**config.mk**
```make
export PLATFORM = sky130hd
export DESIGN_NAME = alu_exec_ctrl
export DESIGN_NICKNAME = d
export VERILOG_FILES = /design/src/rtl/cpu_pkg.sv /design/src/rtl/alu_exec_ctrl.sv
export SDC_FILE = /design/constraint.sdc
export NUM_CORES = 1
export LEC_CHECK = 0
export ABC_AREA = 0
export CAP_MARGIN = 15
export CORE_MARGIN = 2
export CORE_UTILIZATION = 35
export CTS_CLUSTER_SIZE = 16
export DETAILED_ROUTE_END_ITERATION = 12
export PLACE_DENSITY_LB_ADDON = 0.2
export SLEW_MARGIN = 20
export SYNTH_ARGS = -nofsm -noshare
export SYNTH_HDL_FRONTEND = slang
export SYNTH_SLANG_ARGS = --single-unit
```
**constraint.sdc**
```tcl
create_clock -name iClk -period 2.8 [get_ports iClk]
set_clock_uncertainty 0.2 [all_clocks]
set_input_delay 0.56 -clock iClk [delete_from_list [all_inputs] [get_ports iClk]]
set_output_delay 0.56 -clock iClk [all_outputs]
set_load 0.01 [all_outputs]
```
**src/rtl/cpu_pkg.sv**
```systemverilog
// ----------------------------------------------------------------------------
// cpu_pkg
//   Shared definitions for the CPU execute path: datapath width, ALU opcode
//   constants, the execute-controller state encoding and the flag pair
//   captured from the ALU.
// ----------------------------------------------------------------------------
package cpu_pkg;

   localparam int DATA_W = 32;

   localparam logic [3:0] OP_NOP = 4'h0;
   localparam logic [3:0] OP_ADD = 4'h1;
   localparam logic [3:0] OP_SUB = 4'h2;

   typedef enum logic [1:0] {
      EXS_IDLE = 2'd0,
      EXS_READ = 2'd1,
      EXS_EXEC = 2'd2,
      EXS_WB   = 2'd3
   } exs_state_t;

   typedef struct packed {
      logic n;
      logic z;
   } alu_flags_t;

   // Only ADD and SUB produce a result; every other encoding is a NOP.
   function automatic logic is_alu_op(input logic [3:0] op);
      return (op == OP_ADD) || (op == OP_SUB);
   endfunction

endpackage

```
**src/rtl/alu_exec_ctrl.sv**
```systemverilog
// ----------------------------------------------------------------------------
// alu_exec_ctrl
//   Multi-cycle execute controller between the decode stage and the register
//   file + ALU. One instruction is accepted over a valid/ready handshake and
//   walks IDLE -> READ -> EXEC -> WB, one cycle per state.
//
//   Ports
//     iClk, iRstN                 clock, asynchronous active-low reset
//     iInstValid / oInstReady     instruction handshake (ready only in IDLE)
//     iInstOp/Ra/Rb/Rc/SetF       decoded instruction fields
//     oRfRdAddrA/B, iRfRdDataA/B  register file read ports
//     oRfWrEn/Addr/Data           register file write port (one-cycle strobe)
//     oAluOp, oAluRegA/B          ALU drive (opcode is NOP outside EXEC)
//     iAluRegC, iAluNeg, iAluZero ALU result and flags (combinational)
//     oFlagN, oFlagZ              status flags
//     oDone                       one-cycle retire pulse
//
//   Parameters
//     REG_AW   register index width
//     R0_ZERO  1: writes to register 0 are dropped (R0 hardwired to zero)
// ----------------------------------------------------------------------------
module alu_exec_ctrl
   import cpu_pkg::*;
#(
   parameter int REG_AW  = 4,
   parameter bit R0_ZERO = 1'b1
) (
   input  logic              iClk,
   input  logic              iRstN,
   // decode side
   input  logic              iInstValid,
   output logic              oInstReady,
   input  logic [3:0]        iInstOp,
   input  logic [REG_AW-1:0] iInstRa,
   input  logic [REG_AW-1:0] iInstRb,
   input  logic [REG_AW-1:0] iInstRc,
   input  logic              iInstSetF,
   // register file
   output logic [REG_AW-1:0] oRfRdAddrA,
   output logic [REG_AW-1:0] oRfRdAddrB,
   input  logic [DATA_W-1:0] iRfRdDataA,
   input  logic [DATA_W-1:0] iRfRdDataB,
   output logic              oRfWrEn,
   output logic [REG_AW-1:0] oRfWrAddr,
   output logic [DATA_W-1:0] oRfWrData,
   // ALU
   output logic [3:0]        oAluOp,
   output logic [DATA_W-1:0] oAluRegA,
   output logic [DATA_W-1:0] oAluRegB,
   input  logic [DATA_W-1:0] iAluRegC,
   input  logic              iAluNeg,
   input  logic              iAluZero,
   // status
   output logic              oFlagN,
   output logic              oFlagZ,
   output logic              oDone
);

   exs_state_t        state;
   logic [3:0]        op_q;
   logic [REG_AW-1:0] rc_q;
   logic              setf_q;
   alu_flags_t        alu_flg_q;   // ALU flags captured at the end of EXEC
   alu_flags_t        flags;       // architectural status flags

   logic              wr_allowed;

   // A result is written only for real ALU ops, and never to R0 when it is
   // hardwired to zero.
   assign wr_allowed = is_alu_op(op_q) && !(R0_ZERO && (rc_q == '0));

   // -------------------------------------------------------------------------
   // Controller FSM. Every output is a register so the regfile and ALU see
   // clean, glitch-free drive.
   // -------------------------------------------------------------------------
   // NOTE: all sequential state uses non-blocking assignments so every
   // register samples its inputs as they were before the clock edge.
   always_ff @(posedge iClk or negedge iRstN) begin
      if (!iRstN) begin
         state      <= EXS_IDLE;
         oInstReady <= 1'b1;
         op_q       <= OP_NOP;
         rc_q       <= '0;
         setf_q     <= 1'b0;
         oRfRdAddrA <= '0;
         oRfRdAddrB <= '0;
         oAluOp     <= OP_NOP;
         oAluRegA   <= '0;
         oAluRegB   <= '0;
         alu_flg_q  <= '0;
         oRfWrEn    <= 1'b0;
         oRfWrAddr  <= '0;
         oRfWrData  <= '0;
         oDone      <= 1'b0;
      end else begin
         // Strobes default low; WB entry raises them for exactly one cycle.
         oRfWrEn <= 1'b0;
         oDone   <= 1'b0;

         case (state)
            EXS_IDLE: begin
               if (iInstValid) begin
                  op_q       <= iInstOp;
                  rc_q       <= iInstRc;
                  setf_q     <= iInstSetF;
                  // The read addresses double as the latched source indices
                  // and simply hold until the next accept.
                  oRfRdAddrA <= iInstRa;
                  oRfRdAddrB <= iInstRb;
                  oInstReady <= 1'b0;
                  state      <= EXS_READ;
               end
            end

            EXS_READ: begin
               // Regfile data for the addresses presented in READ is sampled
               // on entry to EXEC.
               oAluRegA <= iRfRdDataA;
               oAluRegB <= iRfRdDataB;
               // Unknown opcodes are driven as NOP so the ALU only ever sees
               // ADD, SUB or NOP.
               oAluOp   <= is_alu_op(op_q) ? op_q : OP_NOP;
               state    <= EXS_EXEC;
            end

            EXS_EXEC: begin
               alu_flg_q <= '{n: iAluNeg, z: iAluZero};
               oRfWrData <= iAluRegC;
               oRfWrAddr <= rc_q;
               oRfWrEn   <= wr_allowed;
               oDone     <= 1'b1;
               oAluOp    <= OP_NOP;
               state     <= EXS_WB;
            end

            EXS_WB: begin
               oInstReady <= 1'b1;
               state      <= EXS_IDLE;
            end
         endcase
      end
   end

   // -------------------------------------------------------------------------
   // Status flags: committed at the end of WB from the values captured at the
   // end of EXEC. NOPs leave them untouched even with SetF; a write dropped
   // for R0 still updates them.
   // -------------------------------------------------------------------------
   always_ff @(posedge iClk or negedge iRstN) begin
      if (!iRstN) begin
         flags <= '0;
      end else if ((state == EXS_WB) && setf_q && is_alu_op(op_q)) begin
         flags <= alu_flg_q;
      end
   end

   assign oFlagN = flags.n;
   assign oFlagZ = flags.z;

endmodule

```
==> impl_metrics.toml, run 1 <==
[run_status]
status = "finished, final reports clean"

[clock_network]
cts_resized = 0
post_cts.repair.setup_buffers = 0
cts_tree = "yes"
cts_inserted_buffers = 17
hold_buffers = 0
path_clk_slew_ps = 50
cts.path.max_buffers = 2
cts_num_sinks = 130
clock_latency_ps = 400
htreeDepth = 4
root_buffer = "clkbuf_16"

[synthesis]
netlist_area_um2 = 4932
synth_seq_cells = 130
ys_seq_area_share_pct = 65.98
synth.distinct_cells = 21
ys.flop_type = "dfrtp_1"
syn-instance-count = 292
syn_avg_cell_area_um2 = 16.89
yosys-top-cells-count = "dfrtp_1 (129), mux2_2 (120), buf_4 (6), inv_1 (6)"
synth.area.top_cells = "dfrtp_1 (65%), mux2_2 (27%), ha_1 (1.3%)"
async_flop_share_pct = 100.0
yosysTopAreaCell = "dfrtp_1"
yosys_warnings = 0
synth_edf_count = 0
yosysTopAreaCellShare_pct = 65.45
synthMostInstantiatedCell = "dfrtp_1"
synth_nets = 415

[sta]
worst_slew_pin_slew_ps = 746.3
rsz0062_at_grt = "no"
setup_tns_ps = 0
relSlewSlack_pct = 50.25
finalSetupViolations = 0
hold_viol = 0
drv_slew = 0
layout_worst_path_cycle_share_pct = 80.27
layout_min_cycle_time_ps = 2248
max_freq_mhz = 444.9

[setup_path]
slowest_delay_ps = 550
crit_path_start_kind = "flop"
crit_arrival_ps = 1490
crit_path_max_fanout = 3
path_cells = "clkdlybuf4s50_1"
cp_top_family = "buffers and inverters"
cp_slowest_cell = "clkdlybuf4s50_1"
critPathKind = "reg2out"
crit_required_ps = 2040
r2r_start = "state[0]$_DFFE_PN0P_"
critPathBufInv = 1
setup.worst_path.start = "oInstReady$_DFFE_PN1P_"
cp-end-kind = "primary output"

[finish]
diodes = 0
drive_gt1_share_pct = 28.96
fill_cells = 1073
num-nets-final = 659
syn_to_final_growth_pct = 63.60
utilization_pct = 58.36

[routing]
wl_per_cell_um = 15.86
drc_errors = 0
wl_met1_mm = 4.407
wl_met3_mm = 1.257
drt-vias-per-instance = 4.516
dr_wl_met2_mm = 5.644
drt_iter0_drc = 69
first_pass_iters = 4
via_count = 3292
finalWirelength_mm = 11.56
antenna_left = 0
top_layer_used = "met4"

[global_route]
grt_overflow = 0
grt_max_degree = 131
grt_use_total_pct = 15.32
grt_pass1_vias = 3411
grt_pass1_wl_mm = 17.34
grt_antenna_before_repair = 0

[floorplan]
die_h_um = 122.7
die_x_um = 122.7
design.die.area_um2 = 15060
initial_core_util_pct = 35.67
core-area_um2 = 13830
io_pins = 235
rows = 43

[placed_design]
gp_congestion = 0.6702
io_buffer_count = 234
dp_hpwl_mm = 8.332

[min_path]
hold_path.class = "in2async"

[pwr]
ir_drop_uv = 523.4
power_density_nw_per_um2 = 1220
p_leak_nw = 3.351

[run]
cap_violations = 0
## cells by family after synthesis
family,after synthesis,synth area share [%]
compound gates,5,0.7358
xor+xnor,1,0.1776
fa+ha+maj,5,1.268
buf+inv,18,2.105
flops,130,65.98
mux,123,28.21
simple gates,10,1.522
## layer usage
layer	vias to the layer above	track usage [%]
met3	17	7.296
met4	0	6.968
met1	1600	16.40
met2	156	25.59
met5	-	0
li1	1519	-
## layout make-up
cell class,instances,area (um2),area share (%)
repair buffers,237,2400,29.74
clock buffers,22,454.2,5.629
flip-flops and latches,130,3254,40.33
inverters,6,22.52,0.2791
well taps,180,225.2,2.791
clock inverters,10,133.9,1.659
multi-input cells,144,1579,19.57
## where the power goes
part	switching, mW	leakage, nW	internal [mW]
clock network	0.762	0.284	1.42
registers	0.490	1.54	2.85
logic	1.58	1.53	2.75
total	2.83	3.35	7.02
## final timing paths
kind                                            end  slack (ps)  cells after the start
min in group iClk                 oRfWrEn$_DFF_PN0_         250                      1
max in group asynchronous        oFlagZ$_DFFE_PN0P_        1780                      2
max                                      oInstReady         550                      1
max reg2reg                oRfWrData[8]$_DFFE_PN0P_         830                      4
min                        oAluRegB[26]$_DFFE_PN0N_           6                      2
min reg2reg                       oRfWrEn$_DFF_PN0_         250                      1
## registers in the layout, indices dropped and copies added (netlist names), 2 cells and up
name,count
oRfWrAddr,4
rc_q,4
oAluRegB,32
oAluRegA,32
op_q,4
oRfWrData,32
oRfRdAddrA,4
oAluOp,4
oRfRdAddrB,4
alu_flg_q,2
state,2
## worst register-to-register path, stage by stage (launching register included)
cell and delay [ps]:
dfrtp_1 400, inv_1 130, ha_2 520, buf_12 240
mux2_2 370
## stage by stage
step                setup slack, ps  instance area (um2)  std cells  power, mW  hold WS (ps)
finish                        552.4                 8069        729      9.848         6.094
CTS                           521.7                 8069        729      10.02         97.89
detailed placement            693.1                 7481        697      7.776         247.0
global placement              721.5                 7481        697      7.643         243.1
floorplan                      1178                 4932        292      5.466         64.41
global route                  503.7                 8069        729      10.47         117.9
## layout by cell type, fill, tap and decap left out, types with 2 or more instances in the layout
master           Yosys  final
nor2b_1              3      3
clkinv_2             0      4
nor2_1               2      2
a21oi_1              2      2
mux2_4               2      2
clkbuf_1             0      4
bufinv_16            0      3
clkdlybuf4s50_1      0    233
mux2_2             120    120
ha_2                 0      2
dfrtp_1            129    129
clkbuf_16            0     17
inv_1                6      6
o32ai_1              2      2
ha_1                 5      3
clkinvlp_4           0      2
buf_12               0      3
No activity file was read; power rests on OpenSTA's default activity.
==> run 2: changes to the inputs <==
clock period = 2.1 ns   (was 2.8 ns; I/O delays follow)
==> run 2 against run 1 <==
Effect of this change: cell count is 0.41% higher; clock-buffer cell count is the same; worst hold slack improved by 160 ps; via count about the same; first-iteration DRC count is 87% higher; clock power is 41% higher; utilization up 0.47 points; die area unchanged; combinational power up 32%; setup slack got worse by 410 ps; critical path type unchanged; critical endpoint is now oAluOp[1]; largest power group unchanged; highest routed layer unchanged.
==> impl_metrics.toml, run 2 (same netlist as run 1, synthesis figures left out) <==
[pwr]
ir_drop_uv = 769.6
power_frac_clock_pct = 23.2
p_int_mw = 9.514
switching_power_mw = 3.749
comb_power_share_pct = 43.2
power_density_nw_per_um2 = 1631
swShare_pct = 28.27
p_leak_nw = 3.389
pwr-share-seq_pct = 33.6

[routing]
drt-vias-per-instance = 4.501
finalWirelength_mm = 11.38
drt_iter0_drc = 129
drc_errors = 0
wl_per_cell_um = 15.54
first_pass_iters = 4
antenna_left = 0
via_count = 3295

[setup_path]
ff2ff_setup_slack_ps = 300
critPathKind = "reg2out"
crit_path_start_kind = "flop"
critPathBufInv = 1
crit_required_ps = 1480
cp_slowest_cell = "clkdlybuf4s50_1"
crit_arrival_ps = 1340
slowest_delay_ps = 580
crit_path_max_fanout = 2
cp_top_family = "buffers and inverters"
cp-end-kind = "primary output"
path_cells = "clkdlybuf4s50_1"

[sta]
finalSetupViolations = 0
hold_ws_ps = 171.1
relSlewSlack_pct = 74.06
worst_slack_ps = 138.8
layout_min_cycle_time_ps = 1961
hold_viol = 0
worst_slew_pin_slew_ps = 387.8
layout_worst_path_cycle_share_pct = 93.39
setup_tns_ps = 0
max_freq_mhz = 509.9
drv_slew = 0
rsz0062_at_grt = "no"

[global_route]
grt_max_degree = 66
met3_usage_pct = 7.435
grt_pass1_wl_mm = 17.48
grt_antenna_before_repair = 0
grt_pass1_vias = 3461
grt.busiest_layer = "met2"
grt_use_met2_pct = 25.21
grt_overflow = 0
grt_util_met1_pct = 17.19
grt_use_total_pct = 15.48

[floorplan]
core-area_um2 = 13830
die_x_um = 122.7
die_h_um = 122.7
design.die.area_um2 = 15060
initial_core_util_pct = 35.67
rows = 43
io_pins = 235

[placed_design]
dp_slack_ps = 139.8
io_buffer_count = 234
dp_hpwl_mm = 8.364
placed_area_um2 = 7496
gp_congestion = 0.6762

[clock_network]
htreeDepth = 4
cts_tree = "yes"
path_clk_slew_ps = 50
clock_latency_ps = 410
cts_num_sinks = 130
root_buffer = "clkbuf_16"
cts_inserted_buffers = 17
cts.path.max_buffers = 2

[run_status]
status = "finished, final reports clean"

[finish]
syn_to_final_growth_pct = 64.92
drive_gt1_share_pct = 29.53
diodes = 0
final_cell_mix = "clkdlybuf4s50_1 (232), dfrtp_1 (129), mux2_2 (120)"
design_area_um2 = 8134
top_regs = "oAluRegA (32), oAluRegB (32), oRfWrData (32)"
final_common_cell = "clkdlybuf4s50_1"
num-nets-final = 662

[run]
cap_violations = 0

[min_path]
hold_path.class = "in2async"
## run 2: layout make-up
type,count,area (um2)
Multi-Input combinational cell,144,1579
Clock inverter,10,155.1
Clock buffer,22,474.2
Sequential cell,130,3254
Tap cell,180,225.2
Fill cell,1087,5693
Timing Repair Buffer,240,2424
Inverter,6,22.52
## run 2: final timing paths
check / startpoint / to / cells past startpoint
setup / recovery: oAluOp[1]$_DFFE_PN0P_ / oAluOp[1] / 1
hold reg to reg: op_q[2]$_DFFE_PN0P_ / oRfWrEn$_DFF_PN0_ / 1
max in group asynchronous: iRstN / oInstReady$_DFFE_PN1P_ / 3
hold / removal: iRstN / oAluRegA[0]$_DFFE_PN0N_ / 2
setup reg to reg: state[1]$_DFFE_PN0P_ / oAluRegA[5]$_DFFE_PN0N_ / 4
min in group iClk: op_q[2]$_DFFE_PN0P_ / oRfWrEn$_DFF_PN0_ / 1
## run 2: per-layer routing
| layer | share of wire (%) | up-vias | wire (um) |
|---|---|---|---|
| li1 | - | 1530 | - |
| met1 | 39 | 1596 | 4396 |
| met2 | 48 | 150 | 5459 |
| met3 | 11 | 19 | 1285 |
| met4 | 2.1 | 0 | 235 |
| met5 | 0 | - | 0 |
## run 2: metrics by stage
stage          std cells  utilization [%]  total power [mW]
4_1_cts              732            58.83             13.48
2_1_floorplan        292                -             7.288
5_1_grt              732            58.83             14.10
3_3_place_gp         699            54.21             10.17
6_report             732            58.83             13.26
3_5_place_dp         699            54.21             10.33
## run 2: timing repair
action / 4_1_cts / 5_1_grt
hold endpoints to repair: 129 / 0
resized for setup: 1 / 0
endpoints found under the setup margin: 1 / 0
buffers inserted: 0 / 0
hold buffers: 1 / 0
## run 2: power by group through the flow
stage / registers, mW / clock network [mW] / logic [mW]
floorplan: 4.99 / 0 / 2.30
global placement: 4.43 / 0 / 5.73
detailed placement: 4.51 / 0 / 5.82
CTS: 4.47 / 3.17 / 5.83
global route: 4.62 / 3.31 / 6.17
finish: 4.45 / 3.08 / 5.73
==> run 3: changes to the inputs <==
CORE_UTILIZATION = 40   (was 35)
clock period = 2 ns   (was 2.1 ns; I/O delays follow)
==> run 3 against run 2 <==
Effect of this change: die area shrank 12%; critical path depth is the same; global-route usage grew 3.1 points; sequential share of layout area shrank 0.21 points; utilization grew 9.2 points.
==> impl_metrics.toml, run 3 (same netlist as run 1, synthesis figures left out) <==
[run_status]
status = "finished, final reports clean"

[floorplan]
core-area_um2 = 12010
rows = 40
initial_core_util_pct = 41.06
design.die.area_um2 = 13240
io_pins = 235
die_x_um = 115.0
die_h_um = 115.0

[sta]
finalSetupViolations = 0
drv_slew = 0
relSlewSlack_pct = 66.51
max_freq_mhz = 513.5
hold_ws_ps = 251.7
rsz0062_at_grt = "no"
layout_worst_path_cycle_share_pct = 97.37
layout_min_cycle_time_ps = 1947
hold_viol = 0
setup_tns_ps = 0
worst_slew_pin_slew_ps = 502.4

[routing]
top_layer_used = "met4"
via_count = 3360
first_pass_iters = 4
dr_wl_met2_mm = 5.826
finalWirelength_mm = 11.98
drt-vias-per-instance = 4.780
wl_met1_mm = 4.837
drt_iter0_drc = 147
antenna_left = 0
wl_per_cell_um = 17.04
wl_met3_mm = 1.128
drc_errors = 0

[clock_network]
path_clk_slew_ps = 50
cts.path.max_buffers = 2
clock_latency_ps = 410
cts_tree = "yes"
root_buffer = "clkbuf_16"
cts_num_sinks = 130
cts_inserted_buffers = 17
post_cts.repair.setup_buffers = 0
htreeDepth = 4

[global_route]
grt_antenna_before_repair = 0
grt_max_degree = 38
grt_pass1_wl_mm = 18.54
grt_overflow = 0
grt_use_total_pct = 18.55
grt_pass1_vias = 3586

[setup_path]
crit_required_ps = 1400
r2r_end = "oAluRegA[1]$_DFFE_PN0N_"
ff2ff_setup_slack_ps = 190
r2r_cells = 4
critPathBufInv = 1
critPathKind = "reg2out"
crit_path_max_fanout = 2
setup.worst_path.start = "oRfWrData[5]$_DFFE_PN0P_"
slowest_delay_ps = 580
r2r_start = "state[1]$_DFFE_PN0P_"
cp_top_family = "buffers and inverters"
endpoint = "oRfWrData[5]"
cp_slowest_cell = "clkdlybuf4s50_1"
path_cells = "clkdlybuf4s50_1"
cp-end-kind = "primary output"
crit_cells = 1
crit_path_start_kind = "flop"
crit_arrival_ps = 1350

[placed_design]
dp_hpwl_mm = 8.929
io_buffer_count = 234
gp_congestion = 0.7340

[run]
cap_violations = 0

[finish]
drive_gt1_share_pct = 30.40
top_regs = "oAluRegA (32), oAluRegB (32), oRfWrData (32)"
fill_cells = 897
num-nets-final = 666
syn_to_final_growth_pct = 65.78
multi_input_area_um2 = 1579
diodes = 0
final_cell_mix = "clkdlybuf4s50_1 (232), dfrtp_1 (129), mux2_2 (120)"
register_area_um2 = 3254
final_common_cell = "clkdlybuf4s50_1"

[pwr]
ir_drop_uv = 930.9
p_leak_nw = 3.431
total_power_mw = 14.11
power_density_nw_per_um2 = 1726

[min_path]
hold_path.class = "reg2reg"
[run 3: cell types whose count changed in the layout (fill, tap and decap cells not counted)]
cell       before  now
buf_12          3    7
clkbuf_8        3    6
clkbuf_1        2    0
bufinv_16       4    3
[run 3: metrics by stage]
| stage | setup slack [ps] | area (um2) | util [%] | cells |
|---|---|---|---|---|
| after floorplan | 378.2 | 4932 | - | 292 |
| after global placement | 189.1 | 7535 | 62.73 | 670 |
| after detailed placement | 164.0 | 7535 | 62.73 | 670 |
| after CTS | 34.98 | 8177 | 68.07 | 703 |
| after global routing | 9.021 | 8177 | 68.07 | 703 |
| final | 52.66 | 8177 | 68.07 | 703 |
[run 3: report_power, final]
part | switching, mW | internal (mW) | total (mW)
Combinational | 2.26 | 3.93 | 6.19
Clock | 1.08 | 2.15 | 3.23
Sequential | 0.700 | 3.99 | 4.69
Total | 4.04 | 10.1 | 14.1
[run 3: how the worst min path moves through the flow]
stage                              from                  endpoint  slack, ps  depth (start not counted)
finish              op_q[3]$_DFFE_PN0P_         oRfWrEn$_DFF_PN0_        250                          1
global route        op_q[3]$_DFFE_PN0P_         oRfWrEn$_DFF_PN0_        270                          1
floorplan                         iRstN  alu_flg_q[0]$_DFFE_PN0P_       -100                          0
global placement                  iRstN  oAluRegB[21]$_DFFE_PN0N_        190                          1
CTS                 op_q[3]$_DFFE_PN0P_         oRfWrEn$_DFF_PN0_        250                          1
detailed placement                iRstN  oAluRegB[21]$_DFFE_PN0N_        190                          1
[run 3: final cells by class]
cell class / count / share of cell area (%)
well taps: 147 / 2.249
clock inverters: 9 / 1.530
clock buffers: 23 / 6.213
multi-input cells: 144 / 19.31
inverters: 6 / 0.2754
flip-flops and latches: 130 / 39.80
repair buffers: 244 / 30.62
[run 3: worst register-to-register path: stages, from the launching register on]
cell,delay [ps]
dfrtp_1,410
inv_1,130
ha_2,320
buf_12,260
mux2_2,380
[run 3: layer usage]
metal  vias up  track usage (%)
met5         -                0
met4         0            7.229
met3        14            7.380
met2       154            30.78
met1      1656            21.69
li1       1536                -
[run 3: what timing repair did]
| item | 4_1_cts | 5_1_grt |
|---|---|---|
| hold buffers | 1 | 0 |
| resized for setup | 1 | 0 |
| hold endpoints to repair | 28 | 0 |
| setup endpoints to repair | 1 | 0 |
